File: src/rtl/ceil_div_rr_sched_pkg.sv
// Types shared by the round-robin ceiling-divider scheduler.
package ceil_div_rr_sched_pkg;

  typedef enum logic [1:0] {
    IDLE = 2'd0,
    BUSY = 2'd1,
    DONE = 2'd2
  } state_e;

endpackage

File: src/rtl/cf_math_pkg.sv
// Shared elaboration-time math helpers.
package cf_math_pkg;

  // Bits needed to index num_idx items; a single item still needs one bit.
  function automatic int unsigned idx_width(input int unsigned num_idx);
    return (num_idx > 32'd1) ? unsigned'($clog2(num_idx)) : 32'd1;
  endfunction

endpackage

File: src/rtl/ceil_div_rr_arb.sv
// Round-robin arbiter: one-hot grant starting at the pointer, pointer advances on accept only.
module ceil_div_rr_arb #(
  parameter int unsigned NumReq = 4,
  parameter int unsigned IdxW   = 2
) (
  input  logic              i_clk,
  input  logic              i_rst,
  input  logic              i_en,
  input  logic [NumReq-1:0] i_req,
  input  logic              i_accept,
  output logic [NumReq-1:0] o_gnt_c,
  output logic [IdxW-1:0]   o_idx_c
);

  logic [IdxW-1:0] r_ptr;
  logic [IdxW-1:0] w_k;
  logic            w_found;

  always_comb begin
    o_gnt_c = '0;
    o_idx_c = '0;
    w_k     = '0;
    w_found = 1'b0;
    for (int unsigned off = 0; off < NumReq; off++) begin
      w_k = IdxW'((32'(r_ptr) + off) % NumReq);
      if (i_en && !w_found && i_req[w_k]) begin
        o_gnt_c[w_k] = 1'b1;
        o_idx_c      = w_k;
        w_found      = 1'b1;
      end
    end
  end

  always_ff @(posedge i_clk or posedge i_rst) begin
    if (i_rst) begin
      r_ptr <= '0;
    end else if (i_accept) begin
      r_ptr <= (32'(o_idx_c) == NumReq - 1) ? '0 : o_idx_c + IdxW'(1);
    end
  end

endmodule

File: src/rtl/ceil_div_rr_sched.sv
// Shared iterative ceil(dividend/divisor) unit serving NumReq requesters round-robin.
// Optional: CEIL_DIV_SCHED_EARLY_EXIT_EN skips iteration when dividend < divisor.
module ceil_div_rr_sched
  import ceil_div_rr_sched_pkg::*;
#(
  parameter int unsigned NumReq = 4,
  parameter int unsigned Width  = 8,
  parameter type idx_t = logic [cf_math_pkg::idx_width(NumReq)-1:0]
) (
  input  logic                    clk_i,
  input  logic                    rst_i,
  input  logic [NumReq-1:0]       req_valid_i,
  output logic [NumReq-1:0]       req_ready_o,
  input  logic [NumReq*Width-1:0] dividend_i,
  input  logic [NumReq*Width-1:0] divisor_i,
  output logic                    resp_valid_o,
  input  logic                    resp_ready_i,
  output idx_t                    resp_idx_o,
  output logic [Width-1:0]        resp_quot_o,
  output logic                    resp_err_o,
  output logic                    busy_o
);

  localparam int unsigned IdxW = $bits(idx_t);
  localparam int unsigned CntW = $clog2(Width);

  state_e             r_state, w_state_nxt;
  logic [Width-1:0]   r_dvd, r_dvs, r_rem, r_quot;
  logic [CntW-1:0]    r_cnt;
  idx_t               r_idx;
  logic               r_err;
  logic               r_resp_valid, r_resp_err, r_busy;
  logic [Width-1:0]   r_resp_quot;
  idx_t               r_resp_idx;

  logic [Width-1:0]   w_dvd_nxt, w_dvs_nxt, w_rem_nxt, w_quot_nxt, w_rquot_nxt;
  logic [CntW-1:0]    w_cnt_nxt;
  idx_t               w_idx_nxt, w_ridx_nxt;
  logic               w_err_nxt, w_rvalid_nxt, w_rerr_nxt;

  logic [NumReq-1:0]  w_gnt;
  logic [IdxW-1:0]    w_gnt_idx;
  logic               w_accept;
  logic [Width-1:0]   w_sel_dvd, w_sel_dvs;
  logic [Width:0]     w_rem_sh, w_diff;
  logic               w_ge, w_last;
  logic [Width-1:0]   w_rem_step, w_q_step, w_ceil;

  ceil_div_rr_arb #(
    .NumReq (NumReq),
    .IdxW   (IdxW)
  ) u_arb (
    .i_clk    (clk_i),
    .i_rst    (rst_i),
    .i_en     (r_state == IDLE),
    .i_req    (req_valid_i),
    .i_accept (w_accept),
    .o_gnt_c  (w_gnt),
    .o_idx_c  (w_gnt_idx)
  );

  assign req_ready_o = w_gnt;
  assign w_accept    = (r_state == IDLE) && (|w_gnt);

  // Operand mux for the granted requester.
  always_comb begin
    w_sel_dvd = '0;
    w_sel_dvs = '0;
    for (int unsigned i = 0; i < NumReq; i++) begin
      if (w_gnt[i]) begin
        w_sel_dvd = dividend_i[i*Width +: Width];
        w_sel_dvs = divisor_i[i*Width +: Width];
      end
    end
  end

  // One restoring step; remainder stays below divisor so the borrow bit decides the quotient bit.
  assign w_rem_sh   = {r_rem, r_dvd[Width-1]};
  assign w_diff     = w_rem_sh - {1'b0, r_dvs};
  assign w_ge       = ~w_diff[Width];
  assign w_rem_step = w_ge ? w_diff[Width-1:0] : w_rem_sh[Width-1:0];
  assign w_q_step   = {r_dvd[Width-2:0], w_ge};
  assign w_ceil     = w_q_step + Width'(w_rem_step != '0);
  assign w_last     = (r_cnt == CntW'(Width - 1));

  always_comb begin
    w_state_nxt  = r_state;
    w_dvd_nxt    = r_dvd;
    w_dvs_nxt    = r_dvs;
    w_rem_nxt    = r_rem;
    w_cnt_nxt    = r_cnt;
    w_idx_nxt    = r_idx;
    w_quot_nxt   = r_quot;
    w_err_nxt    = r_err;
    w_rvalid_nxt = r_resp_valid;
    w_rquot_nxt  = r_resp_quot;
    w_rerr_nxt   = r_resp_err;
    w_ridx_nxt   = r_resp_idx;
    case (r_state)
      IDLE: begin
        if (w_accept) begin
          w_idx_nxt = idx_t'(w_gnt_idx);
          w_dvd_nxt = w_sel_dvd;
          w_dvs_nxt = w_sel_dvs;
          w_rem_nxt = '0;
          w_cnt_nxt = '0;
          w_err_nxt = 1'b0;
          if (w_sel_dvs == '0) begin
            w_err_nxt   = 1'b1;
            w_quot_nxt  = '1;
            w_state_nxt = DONE;
          end
`ifdef CEIL_DIV_SCHED_EARLY_EXIT_EN
          else if (w_sel_dvd < w_sel_dvs) begin
            w_quot_nxt  = Width'(w_sel_dvd != '0);
            w_state_nxt = DONE;
          end
`endif
          else begin
            w_state_nxt = BUSY;
          end
        end
      end
      BUSY: begin
        w_rem_nxt = w_rem_step;
        w_dvd_nxt = w_q_step;
        w_cnt_nxt = r_cnt + CntW'(1);
        if (w_last) begin
          w_rvalid_nxt = 1'b1;
          w_rquot_nxt  = w_ceil;
          w_rerr_nxt   = 1'b0;
          w_ridx_nxt   = r_idx;
          w_state_nxt  = DONE;
        end
      end
      DONE: begin
        // Short-path results enter DONE one cycle before they are presented.
        if (!r_resp_valid) begin
          w_rvalid_nxt = 1'b1;
          w_rquot_nxt  = r_quot;
          w_rerr_nxt   = r_err;
          w_ridx_nxt   = r_idx;
        end else if (resp_ready_i) begin
          w_rvalid_nxt = 1'b0;
          w_state_nxt  = IDLE;
        end
      end
      default: w_state_nxt = IDLE;
    endcase
  end

  always_ff @(posedge clk_i or posedge rst_i) begin
    if (rst_i) begin
      r_state      <= IDLE;
      r_dvd        <= '0;
      r_dvs        <= '0;
      r_rem        <= '0;
      r_cnt        <= '0;
      r_idx        <= '0;
      r_quot       <= '0;
      r_err        <= 1'b0;
      r_resp_valid <= 1'b0;
      r_resp_quot  <= '0;
      r_resp_err   <= 1'b0;
      r_resp_idx   <= '0;
      r_busy       <= 1'b0;
    end else begin
      r_state      <= w_state_nxt;
      r_dvd        <= w_dvd_nxt;
      r_dvs        <= w_dvs_nxt;
      r_rem        <= w_rem_nxt;
      r_cnt        <= w_cnt_nxt;
      r_idx        <= w_idx_nxt;
      r_quot       <= w_quot_nxt;
      r_err        <= w_err_nxt;
      r_resp_valid <= w_rvalid_nxt;
      r_resp_quot  <= w_rquot_nxt;
      r_resp_err   <= w_rerr_nxt;
      r_resp_idx   <= w_ridx_nxt;
      r_busy       <= (w_state_nxt != IDLE);
    end
  end

  assign resp_valid_o = r_resp_valid;
  assign resp_quot_o  = r_resp_quot;
  assign resp_err_o   = r_resp_err;
  assign resp_idx_o   = r_resp_idx;
  assign busy_o       = r_busy;

endmodule
File: config.mk
export PLATFORM = sky130hd
export DESIGN_NAME = ceil_div_rr_sched
export DESIGN_NICKNAME = d
export VERILOG_FILES = /design/src/rtl/ceil_div_rr_sched_pkg.sv /design/src/rtl/cf_math_pkg.sv /design/src/rtl/ceil_div_rr_arb.sv /design/src/rtl/ceil_div_rr_sched.sv
export SDC_FILE = /design/constraint.sdc
export NUM_CORES = 1
export LEC_CHECK = 0
export ABC_AREA = 0
export ABC_CLOCK_PERIOD_IN_PS = 4620
export CAP_MARGIN = 20
export CORE_MARGIN = 2
export CORE_UTILIZATION = 46
export DETAILED_ROUTE_END_ITERATION = 6
export DONT_BUFFER_PORTS = 1
export PLACE_DENSITY = 0.6
export SLEW_MARGIN = 25
export SYNTH_ARGS = -nofsm -noshare
export SYNTH_HDL_FRONTEND = slang
export SYNTH_HIERARCHICAL = 1
export SYNTH_SLANG_ARGS = --single-unit
File: constraint.sdc
create_clock -name clk_i -period 4.62 [get_ports clk_i]
set_clock_uncertainty 0.2 [all_clocks]
set_input_delay 0.462 -clock clk_i [delete_from_list [all_inputs] [get_ports clk_i]]
set_output_delay 0.462 -clock clk_i [all_outputs]
set_load 0.005 [all_outputs]
# Word-level counts from Yosys, hierarchy flattened
# Index checks and enable logic that the tools add are counted.
# classes
bitwise_logic	4
eq_ne	7
mux	63
order_cmp	8
n_reduce_logical	27
addsub	7
# ops
operator	count
8-bit two-way mux	13
8-bit one-hot mux with 2 select lines	3
2-bit two-way mux	12
1-bit two-way mux	17
4-bit two-way mux	4
1-bit logical AND	12
2-bit by 3-bit less-than comparator with 1-bit output (second input constant)	4
4-bit OR	3
9-bit by 8-bit subtractor with 9-bit output	1
8-bit by 1-bit adder with 8-bit output	1
1-bit binary-select mux with 2-bit select	4
1-bit demux with 2-bit select	4
2-bit by 1-bit >= comparator with 1-bit output (second input constant)	4
8-bit zero test	1
8-bit nonzero test	1
2-bit inequality test (second input constant)	3
2-bit one-hot mux with 3 select lines	1
3-bit one-hot mux with 2 select lines	1
2-bit AND reduction	3
3-bit AND reduction	2
2-bit nonzero test	3
2-bit by 1-bit adder with 2-bit output (second input constant)	2
2-bit adder (second input constant)	2
2-bit == test (second input constant)	2
other kinds (10)	13
# word_totals
inputBits	71
ff_bits	48
output_inout_bits	17
elab_cells	130

# Depth between registers and ports, before layout
# Gate-level depths: netlist (run 1).
# depth
ltp_word	25
mapped_depth	17
ltp_nobuf	17

# By module
# The synthesis (run 1) kept the hierarchy.
# by_module_without_submodules
mod	cells_per_inst	seq_area_each_um2	area_each_um2	n_inst
ceil_div_rr_sched	331	1151.1	2959.1	1
ceil_div_rr_arb	79	50.0	626.9	1

# Worst setup path before layout (run 1)
# Ideal clock, no wire load.
# synth_path
path_type	register -> register
start	register u_arb.r_ptr[0]
end	register r_busy, in the netlist busy_o
path_buffers	4
setup_ns	0.131
arrival_ns	3.602
path_stages_with_launch	16
required_time_ns	4.289
slack_ns	0.687
path_cell_list	dfrtp_1 > buf_2 > inv_1 > ha_1 > buf_6 > mux4_2 > nor2b_4 > a22o_1 > a222oi_1 > inv_1 > buf_2 > nor4_1 > nand2b_1 > inv_1 > clkbuf_1 > or3_1
# synth_between
word_cells_on_any_way	62
classes_between	add/sub (3); order compare (8); mux (30); bitwise (3); reduce/logical (18)
# synth_rtl
element	line	rtl
start, declared	ceil_div_rr_arb.sv:15	logic [IdxW-1:0] r_ptr;
start signal, assigned	ceil_div_rr_arb.sv:38	r_ptr <= (32'(o_idx_c) == NumReq - 1) ? '0 : o_idx_c + IdxW'(1);
branches (longest 15 deep; another with 2-bit by 3-bit less-than comparator with 1-bit output)	-	
4-bit two-way mux (*)	ceil_div_rr_arb.sv:26	if (i_en && !w_found && i_req[w_k]) begin
via req_ready_o[2]	ceil_div_rr_sched.sv:13	output logic [NumReq-1:0] req_ready_o,
4-bit OR reduction (*)	ceil_div_rr_sched.sv:63	assign w_accept = (r_state == IDLE) && (|w_gnt);
1-bit logical AND (*)	ceil_div_rr_sched.sv:63	
via w_accept	ceil_div_rr_sched.sv:43	logic w_accept;
2-bit two-way mux (*)	ceil_div_rr_sched.sv:101	if (w_accept) begin
2-bit one-hot mux with 3 select lines (*)	ceil_div_rr_sched.sv:99	case (r_state)
2-bit nonzero test (*)	ceil_div_rr_sched.sv:180	r_busy <= (w_state_nxt != IDLE);
end signal, assigned	ceil_div_rr_sched.sv:180	
end, declared	ceil_div_rr_sched.sv:32	logic r_resp_valid, r_resp_err, r_busy;
# Mark *: on every way through the listed nets, which the timed path passes. The select of a mux whose other input is x is not followed.
# A chain may end at the register's enable or synchronous reset.

# Worst setup path after layout (run 1)
# layout_path
start	register u_arb.r_ptr[1]
end	register r_quot[0]
# layout_between
elab_chain_cells	22
word_cells_on_any_way	59
classes_between	add/sub (3); order compare (8); mux (27); bitwise (3); reduce/logical (18)
# layout_rtl
element	line	rtl
branches (longest 15 deep; another with 2-bit by 3-bit less-than comparator with 1-bit output)	-	
4-bit two-way mux (*)	ceil_div_rr_arb.sv:26	
8-bit two-way mux (4 in series)	ceil_div_rr_sched.sv:70	if (w_gnt[i]) begin
8-bit zero test	ceil_div_rr_sched.sv:108	if (w_sel_dvs == '0) begin
3-bit AND reduction (no source line) (*)	-	
end signal, assigned	ceil_div_rr_sched.sv:174	r_quot <= w_quot_nxt;
end, declared	ceil_div_rr_sched.sv:28	logic [Width-1:0] r_dvd, r_dvs, r_rem, r_quot;
# Every way passes the cells marked *. The select of a mux whose other input is x is not followed.

==> summary.md, run 1 <==
| Metric | Value |
|---|---|
| XOR/XNOR Fraction of Synth Area | `about 2.9%` |
| VDD IR max | `just under 500 µV` |
| Synth Area in Adders | `about 6.5%` |
| CTS tree | `built` |
| Number of warnings issued by yosys | `6` |
| Avg Cell Area, Syn | `slightly below 9 µm²` |
| Wire per inst | `between 15 and 20 µm` |
| R2R Path End | `r_quot[0]` |
| Syn-to-layout area delta | `5.02%` |
| Met2 WL post-DR | `4.16 mm` |
| Largest family of logic cells by synthesized area | `compound AO/OA/AOI/OAI gates` |
| Die W | `92.3 µm` |
| # setup viols final | `0` |
| Final Hold Fails | `0` |
| Total Routing Usage GR | `21.5%` |
| Max-slew headroom at the worst pin | `slightly above 60%` |
| Switching power | `approximately 0.0016 W` |
| EDFF count, synth | `0` |
| Register bit count reported by yosys | `48` |
| Routed met1 length | `4.04 mm` |
| Combinational power share | `68.9%` |
| CP Launch Type | `flop` |
| Total wire length | `about 8.7 mm` |
| Clock insertion delay at the later pin of the skew report | `just over 0.3 ns` |
| H-tree depth | `2` |
| Post-synth ARST share | `between 90% and 100%` |
| Initial drt markers | `approximately 210` |
| Row Count | `32` |
| Detail Placement HPWL | `between 6 and 7 mm` |
| Largest net degree at the start of global routing | `47` |
| WHS Path Cells | `2` |
| Die footprint | `roughly 8500 µm²` |
| Ys flop type | `dfrtp_1` |
| Int Pwr | `~0.0017 W` |
| Initial antenna violation count | `0` |
| Mux cell area share after synthesis | `slightly above 5%` |
| PortBufs | `0` |
| Routability cong. | `0.880` |
| Root Buffer | `clkbuf_8` |
| Hold slack | `between 0.1 and 0.15 ns` |
| Post-synthesis simple-gate area fraction | `about 17%` |
| Critical path data required time | `approximately 4.7 ns` |
| Worst r2r path cells | `13` |
| Clock sinks | `48` |
| Post-Syn Area | `3590 µm²` |
| Sequential Area | `approximately 1200 µm²` |
| Multi-input logic area | `roughly 2200 µm²` |
| Largest buffer count on any clock path | `2` |
| Core Region | `~7600 µm²` |
| Vias | `roughly 3,100` |
| Peak Freq | `between 200 and 250 MHz` |
| Overall Power | `around 0.0033 W` |
| Type of the worst setup path | `reg -> reg` |
| Hold Crit Start | `divisor_i[29]` |
| RSZ-0062 raised after global routing | `false` |
| Worst-margin pin slew | `roughly 0.6 ns` |
| ANT cells | `0` |
| Status | `finished, final reports clean` |
| Crit end category | `flop` |
| Reg2reg start | `u_arb/r_ptr[1]` |
| Reg2Reg Setup Slack | `~0.53 ns` |
| Die height | `slightly above 90 µm` |
| CP max FO | `18` |
| Post-CTS sizing | `0` |
| Fillcell total | `between 700 and 800` |
| First-pass GRT wire length | `roughly 15 mm` |
| Commonest non-fill, non-tap cell in the layout | `dfrtp_1` |
| Drt via density | `roughly 6.2` |
| Met3 wire length | `~460 µm` |
| Placed cell area | `about 3700 µm²` |
| Netlist cell types | `66` |
| Flop pwr share | `a little under a quarter` |
| Num CTS Buffers | `5` |
| HP Class | `in -> reg` |
| Commonest non-fill, non-tap cells in the layout | `48 x dfrtp_1, 34 x nand2_1, 32 x o21ai_0` |
| Synth Area in Compound Gates | `approximately 29%` |
| Pwr/cell area | `slightly below 900 nW/µm²` |
| Drt first pass iters | `5` |
| Io pins | `88` |
| Leak | `1.64 nW` |
| Final setup TNS | `0 ns` |
| WHS Endpoint | `r_dvs[5]` |
| DRT antenna net count | `0` |
| WP data arrival | `4.13 ns` |
| Highest Signal Layer | `met4` |
| Power share of the clock group | `~7.4%` |
| Layout net count | `493` |
| Starting Density | `approximately 47%` |
| Minimum clock period | `roughly 4.1 ns` |
| Layout cells sized above 1 | `under 10%` |
| Post-synth net total | `about 500` |
| Post-synthesis sequential area ratio | `33.5%` |
| Vias in the first global route | `roughly 3,000` |
| Pins over their slew limit | `0` |
| Post-synthesis instance total | `410` |
| Switching part of the total | `roughly 49%` |
| Clk slew on worst S/H paths | `roughly 0.090 ns` |
| Max cap viols | `0` |
| Residual DRC | `0` |
| Core Util, Final | `between 40% and 50%` |
| GRT overflow | `0` |
| Final period util | `88.6%` |
| Final Instance Area | `~3800 µm²` |
-- flip-flops by register name (all words and copies together) (netlist names) --
| signal | count |
|---|---|
| r_rem | 8 |
| resp_err_o | 1 |
| resp_idx_o | 2 |
| r_quot | 1 |
| r_err | 1 |
| u_arb/r_ptr | 2 |
| resp_valid_o | 1 |
| r_dvd | 8 |
| r_idx | 2 |
| r_state | 2 |
| busy_o | 1 |
| r_dvs | 8 |
| resp_quot_o | 8 |
| r_cnt | 3 |
-- area by class of cell --
cell class	count	share of cell area (%)
Inverter	25	2.56
Multi-Input combinational cell	313	57.7
Timing Repair Buffer	11	2.26
Clock inverter	2	0.332
Sequential cell	48	31.9
Tap cell	102	3.39
Clock buffer	5	1.83
-- Yosys cell counts (all sizes together) (2+ instances only) --
| library cell | instances | area, µm² |
|---|---|---|
| o22ai | 2 | 12.5 |
| a211oi | 12 | 100 |
| o21a | 6 | 45.0 |
| buf | 7 | 48.8 |
| mux4 | 2 | 45.0 |
| a22oi | 12 | 90.1 |
| a21o | 9 | 67.6 |
| nor2 | 25 | 96.4 |
| nor2b | 11 | 83.8 |
| nor4 | 4 | 31.3 |
| nand2 | 34 | 128 |
| mux2 | 4 | 48.8 |
| xor2 | 6 | 52.6 |
| a221oi | 10 | 87.6 |
| nand2b | 10 | 70.1 |
| ha | 17 | 213 |
| dfrtp | 48 | 1200 |
| and3 | 2 | 12.5 |
| o211ai | 4 | 30.0 |
| or2 | 3 | 18.8 |
| a41oi | 2 | 25.0 |
| nor3 | 9 | 45.0 |
| a21oi | 24 | 120 |
| a221o | 6 | 60.1 |
| or3 | 3 | 18.8 |
| o311a | 2 | 20.0 |
| xnor2 | 5 | 51.3 |
| nand3 | 13 | 65.1 |
| o21ai | 39 | 199 |
| mux2i | 9 | 90.1 |
| nand4 | 2 | 12.5 |
| inv | 25 | 96.4 |
| clkbuf | 17 | 65.1 |
| a22o | 4 | 35.0 |
| a222oi | 4 | 40.0 |
| o31ai | 4 | 30.0 |
-- power groups by stage --
stage	combinational (W)	sequential, W	clock (W)
after floorplan	0.00182	0.000734	0
after global placement	0.00219	0.000777	0
after detailed placement	0.00224	0.000781	0
after CTS	0.00225	0.000773	0.000249
after global routing	0.00253	0.000795	0.000265
final	0.00224	0.000771	0.000241
-- cell families after synthesis --
kind of cell | after synthesis
xor+xnor | 11
mux | 15
flops | 48
compound gates | 149
fa+ha+maj | 18
buf+inv | 49
simple gates | 120
-- metal layers --
layer  GRT usage (%)  vias to the layer above
met5               0                        -
met4            4.73                        0
met3            3.58                        5
met2            35.7                      113
met1            29.6                     1488
li1                -                     1513
-- critical path: stages (launching register included) --
cell and delay [ns]:
dfrtp_1 0.49, inv_1 0.18, ha_1 0.35, mux4_2 0.55, nor2b_4 0.17, a22o_1 0.17, a222oi_1 0.32, inv_1 0.17
buf_4 0.23, a221o_1 0.34, o21ai_0 0.12, a41oi_1 0.23, nor4_2 0.35, or2_1 0.15
-- worst max path at each step --
stage                              start    endpoint  slack [ns]
after floorplan           u_arb/r_ptr[0]      busy_o        0.69
after global placement    u_arb/r_ptr[1]  r_state[1]        0.60
after global routing      u_arb/r_ptr[1]    r_dvd[1]        0.24
after CTS                 u_arb/r_ptr[1]   r_quot[0]        0.50
after detailed placement  u_arb/r_ptr[1]   r_quot[0]        0.53
final                     u_arb/r_ptr[1]   r_quot[0]        0.53
-- metrics by stage --
stage	worst slack, ns	cells
finish	0.526	506
global placement	0.595	498
global route	0.244	506
CTS	0.502	506
detailed placement	0.531	498
floorplan	0.687	410
-- timing repair --
action / 4_1_cts / 5_1_grt
buffers inserted: 0 / 0
hold buffers: 1 / 0
hold endpoints to repair: 21 / 0
(Power assumes the default switching activity.)
==> run 2, diff against run 1 <==
--- a/config.mk
+++ b/config.mk
@@ -5,7 +5,7 @@
 export SDC_FILE = /design/constraint.sdc
 export NUM_CORES = 1
 export LEC_CHECK = 0
-export ABC_AREA = 0
+export ABC_AREA = 1
 export ABC_CLOCK_PERIOD_IN_PS = 4620
 export CAP_MARGIN = 20
 export CORE_MARGIN = 2
@@ -16,5 +16,4 @@
 export SLEW_MARGIN = 25
 export SYNTH_ARGS = -nofsm -noshare
 export SYNTH_HDL_FRONTEND = slang
-export SYNTH_HIERARCHICAL = 1
 export SYNTH_SLANG_ARGS = --single-unit
==> run 2 against run 1 <==
  * The flow now finishes with violations (negative hold slack)
  * Sequential power rose by 1%
  * Non-clock buffer count fell by 8
  * Highest routed layer unchanged
  * Count of clock-buffer cells in the layout rose by 1
  * Largest cell class unchanged
  * Via count decreased by 2.3%
==> summary.md, run 2 <==
| Metric | Value |
|---|---|
| Type of the worst setup path | `reg -> reg` |
| Final Hold Fails | `48 (+48)` |
| Commonest non-fill, non-tap cells in the layout | `114 x nand2_1, 51 x o21ai_0, 48 x dfrtp_1` |
| Io pins | `88 (unchanged)` |
| Layout net count | `548 (+11%)` |
| Reg2Reg Setup Slack | `0.63 ns (+0.10 ns)` |
| Wire per inst | `15.2 µm (-12%)` |
| Most frequent cell after synthesis | `nand2_1` |
| RSZ-0062 raised after global routing | `false` |
| Netlist cell types | `38 (-42%)` |
| ANT cells | `0 (unchanged)` |
| Drt first pass iters | `6 (+1)` |
| CP cell instances | `inv_1 -> ha_1 -> inv_1 -> fa_1 -> nand3_1 -> nand3_1 -> a21oi_1 -> o21bai_1 -> nand2_1 -> nand2_1 -> a21oi_1 -> inv_1 -> nand2_1 -> nand2_1 -> o21ai_0 -> nand2_1 -> nor2_1 -> nand2_1 -> ha_1 -> ha_1 -> nand3_1 -> xor2_1 -> nand2_1 -> a21oi_1` |
| VDD IR max | `316 µV (-36%)` |
| Hold slack | `-0.0310 ns (-0.169 ns)` |
| Total Routing Usage GR | `20.8% (-0.72 points)` |
| Synth area leaders | `dfrtp_1 35%, nand2_1 12%, o21ai_0 7.5%` |
| Initial drt markers | `167 (-22%)` |
| Largest buffer count on any clock path | `2 (unchanged)` |
| Leak | `1.72 nW (+4.9%)` |
| Layout cells sized above 1 | `10.7% (+1.5 points)` |
| Slowest stage delay, CP | `0.40 ns (-0.15 ns)` |
| Ys flop type | `dfrtp_1` |
| Worst r2r path cells | `24 (+11)` |
| Max-slew headroom at the worst pin | `45.3% (-15 points)` |
| GRT overflow | `0 (unchanged)` |
| Drt via density | `5.45 (-12%)` |
| Max cap viols | `0 (unchanged)` |
| Row Count | `31 (-3.1%)` |
| Post-synthesis instance total | `462 (+13%)` |
| CTS hold repair buffers | `0 (-1)` |
| # setup viols final | `0 (unchanged)` |
| Minimum clock period | `3.99 ns (-0.102 ns)` |
| Critical path data required time | `4.65 ns (about the same)` |
| Initial antenna violation count | `0 (unchanged)` |
| Die W | `90.3 µm (-2.2%)` |
| Post-CTS sizing | `0 (unchanged)` |
| Worst Setup Slack, final | `0.628 ns (+0.102 ns)` |
| CTS tree | `built` |
| Routability cong. | `0.869 (-1.3%)` |
| Met3 Track Usage GR | `3.34% (-0.24 points)` |
| Critical Path End | `resp_quot_o[4]` |
| Overall Power | `0.00285 W (-13%)` |
| Avg Cell Area, Syn | `7.42 µm² (-15%)` |
| HP Class | `in -> async` |
| PortBufs | `0 (unchanged)` |
| Pins over their slew limit | `0 (unchanged)` |
| M2 GR Usage | `34.7% (-1.0 points)` |
| EDFF count, synth | `0 (unchanged)` |
| Post-synth net total | `551 (+10%)` |
| Post-CTS Setup Bufs | `0 (unchanged)` |
| R2R Path End | `resp_quot_o[4]` |
| Detail Placement HPWL | `6.53 mm (-4.3%)` |
| Final setup TNS | `0 ns (unchanged)` |
| Peak Freq | `251 MHz (+2.6%)` |
| Clock insertion delay at the later pin of the skew report | `0.30 ns (about the same)` |
| Die footprint | `8150 µm² (-4.3%)` |
| First-pass GRT wire length | `13.6 mm (-7.5%)` |
| CP most frequent cell | `nand2_1` |
| Cell taking the most area after synthesis | `dfrtp_1` |
| Post-synthesis sequential area ratio | `35.1% (+1.6 points)` |
| Pwr/cell area | `798 nW/µm² (-7.7%)` |
| Top cells by count, synth | `114 x nand2_1, 51 x o21ai_0, 48 x dfrtp_1, 41 x a21oi_1, 40 x inv_1` |
| CP max FO | `18 (unchanged)` |
| DRT antenna net count | `0 (unchanged)` |
| Core Region | `7210 µm² (-5.7%)` |
| Vias | `3,047 (-2.3%)` |
| Worst path slowest cell | `fa_1` |
| Status | `complete, but fails checks` |
| Number of warnings issued by yosys | `0 (-6)` |
| Root Buffer | `clkbuf_8` |
| Crit end category | `flop` |
| CP Launch Type | `flop` |
| Pre-CTS setup slack | `0.670 ns (+0.139 ns)` |
| Failing checks | `negative hold slack` |
| WP data arrival | `4.02 ns (-0.11 ns)` |
| Num CTS Buffers | `5 (unchanged)` |
| Die height | `90.3 µm (-2.2%)` |
| Most heavily used metal layer in global routing | `met2` |
| Synth top area share | `35.1% (+1.6 points)` |
| Residual DRC | `0 (unchanged)` |
| Post-Syn Area | `3430 µm² (-4.5%)` |
| Worst-margin pin slew | `0.820 ns (+0.225 ns)` |
| H-tree depth | `2 (unchanged)` |
| Commonest non-fill, non-tap cell in the layout | `nand2_1` |
| Syn-to-layout area delta | `4.20%` |
| Worst setup startpoint | `r_dvd[7]` |
| GR met1 Demand/Resource | `28.8% (-0.86 points)` |
| Clk slew on worst S/H paths | `0.09 ns (about the same)` |
| Vias in the first global route | `2,802 (-5.7%)` |
| Total wire length | `8.50 mm (-2.7%)` |
| Final period util | `86.4% (-2.2 points)` |
| Reg2reg start | `r_dvd[7]` |
| Clock sinks | `48 (unchanged)` |
| Largest net degree at the start of global routing | `49 (+4.3%)` |
| Register bit count reported by yosys | `48 (unchanged)` |
| Starting Density | `47.5% (+0.59 points)` |
| Post-synth ARST share | `100% (unchanged)` |
## run 2: power by group
part	internal, W	switching [W]
registers	0.000634	0.000148
logic	0.000658	0.00114
clock network	0.000121	0.000149
total	0.00141	0.00144
## run 2: routing by layer
metal  up-vias  share of wire, %
li1       1535                 -
met4         0               1.3
met3        10               5.4
met2        98                47
met5         -                 0
met1      1404                46
## run 2: worst min path at each step
stage	endpoint	slack (ns)	depth (start not counted)
after floorplan	r_quot[0]	0.23	2
after global placement	r_quot[0]	0.25	2
after detailed placement	r_quot[0]	0.26	2
after CTS	resp_quot_o[2]	0.10	1
after global routing	resp_quot_o[1]	0.03	1
final	resp_quot_o[1]	-0.03	1
## run 2: kinds of logic after synthesis
kind of cell	count (synthesis)	share of synthesized area [%]
simple gates	211	29.0
flops	48	35.1
buf+inv	63	8.62
compound gates	114	18.5
fa+ha+maj	18	6.79
xor+xnor	8	2.05
## run 2: stage by stage
stage	util [%]	instance area (µm²)	std cells	hold WS, ns
2_1_floorplan	-	3430	462	0.234
3_3_place_gp	48.1	3470	551	0.250
3_5_place_dp	48.1	3470	551	0.261
4_1_cts	49.5	3570	559	0.104
5_1_grt	49.5	3570	559	0.0275
6_report	49.5	3570	559	-0.0310
## run 2: area by class of cell
| type | instances | area [µm²] |
|---|---|---|
| fill | 755 | 3640 |
| tap | 99 | 124 |
| inverter | 50 | 195 |
| timing repair buffer | 3 | 22.5 |
| multi-input combinational | 351 | 1930 |
| clock buffer | 6 | 82.6 |
| sequential | 48 | 1200 |
| clock inverter | 2 | 15.0 |
## run 2: worst max-delay path: cells and delay by family (launching register included)
kind / cells / cell delay, ns
compound gates: 5 / 0.92
xor+xnor: 1 / 0.18
fa+ha+maj: 4 / 0.96
buf+inv: 3 / 0.19
flops: 1 / 0.38
simple gates: 11 / 1.08
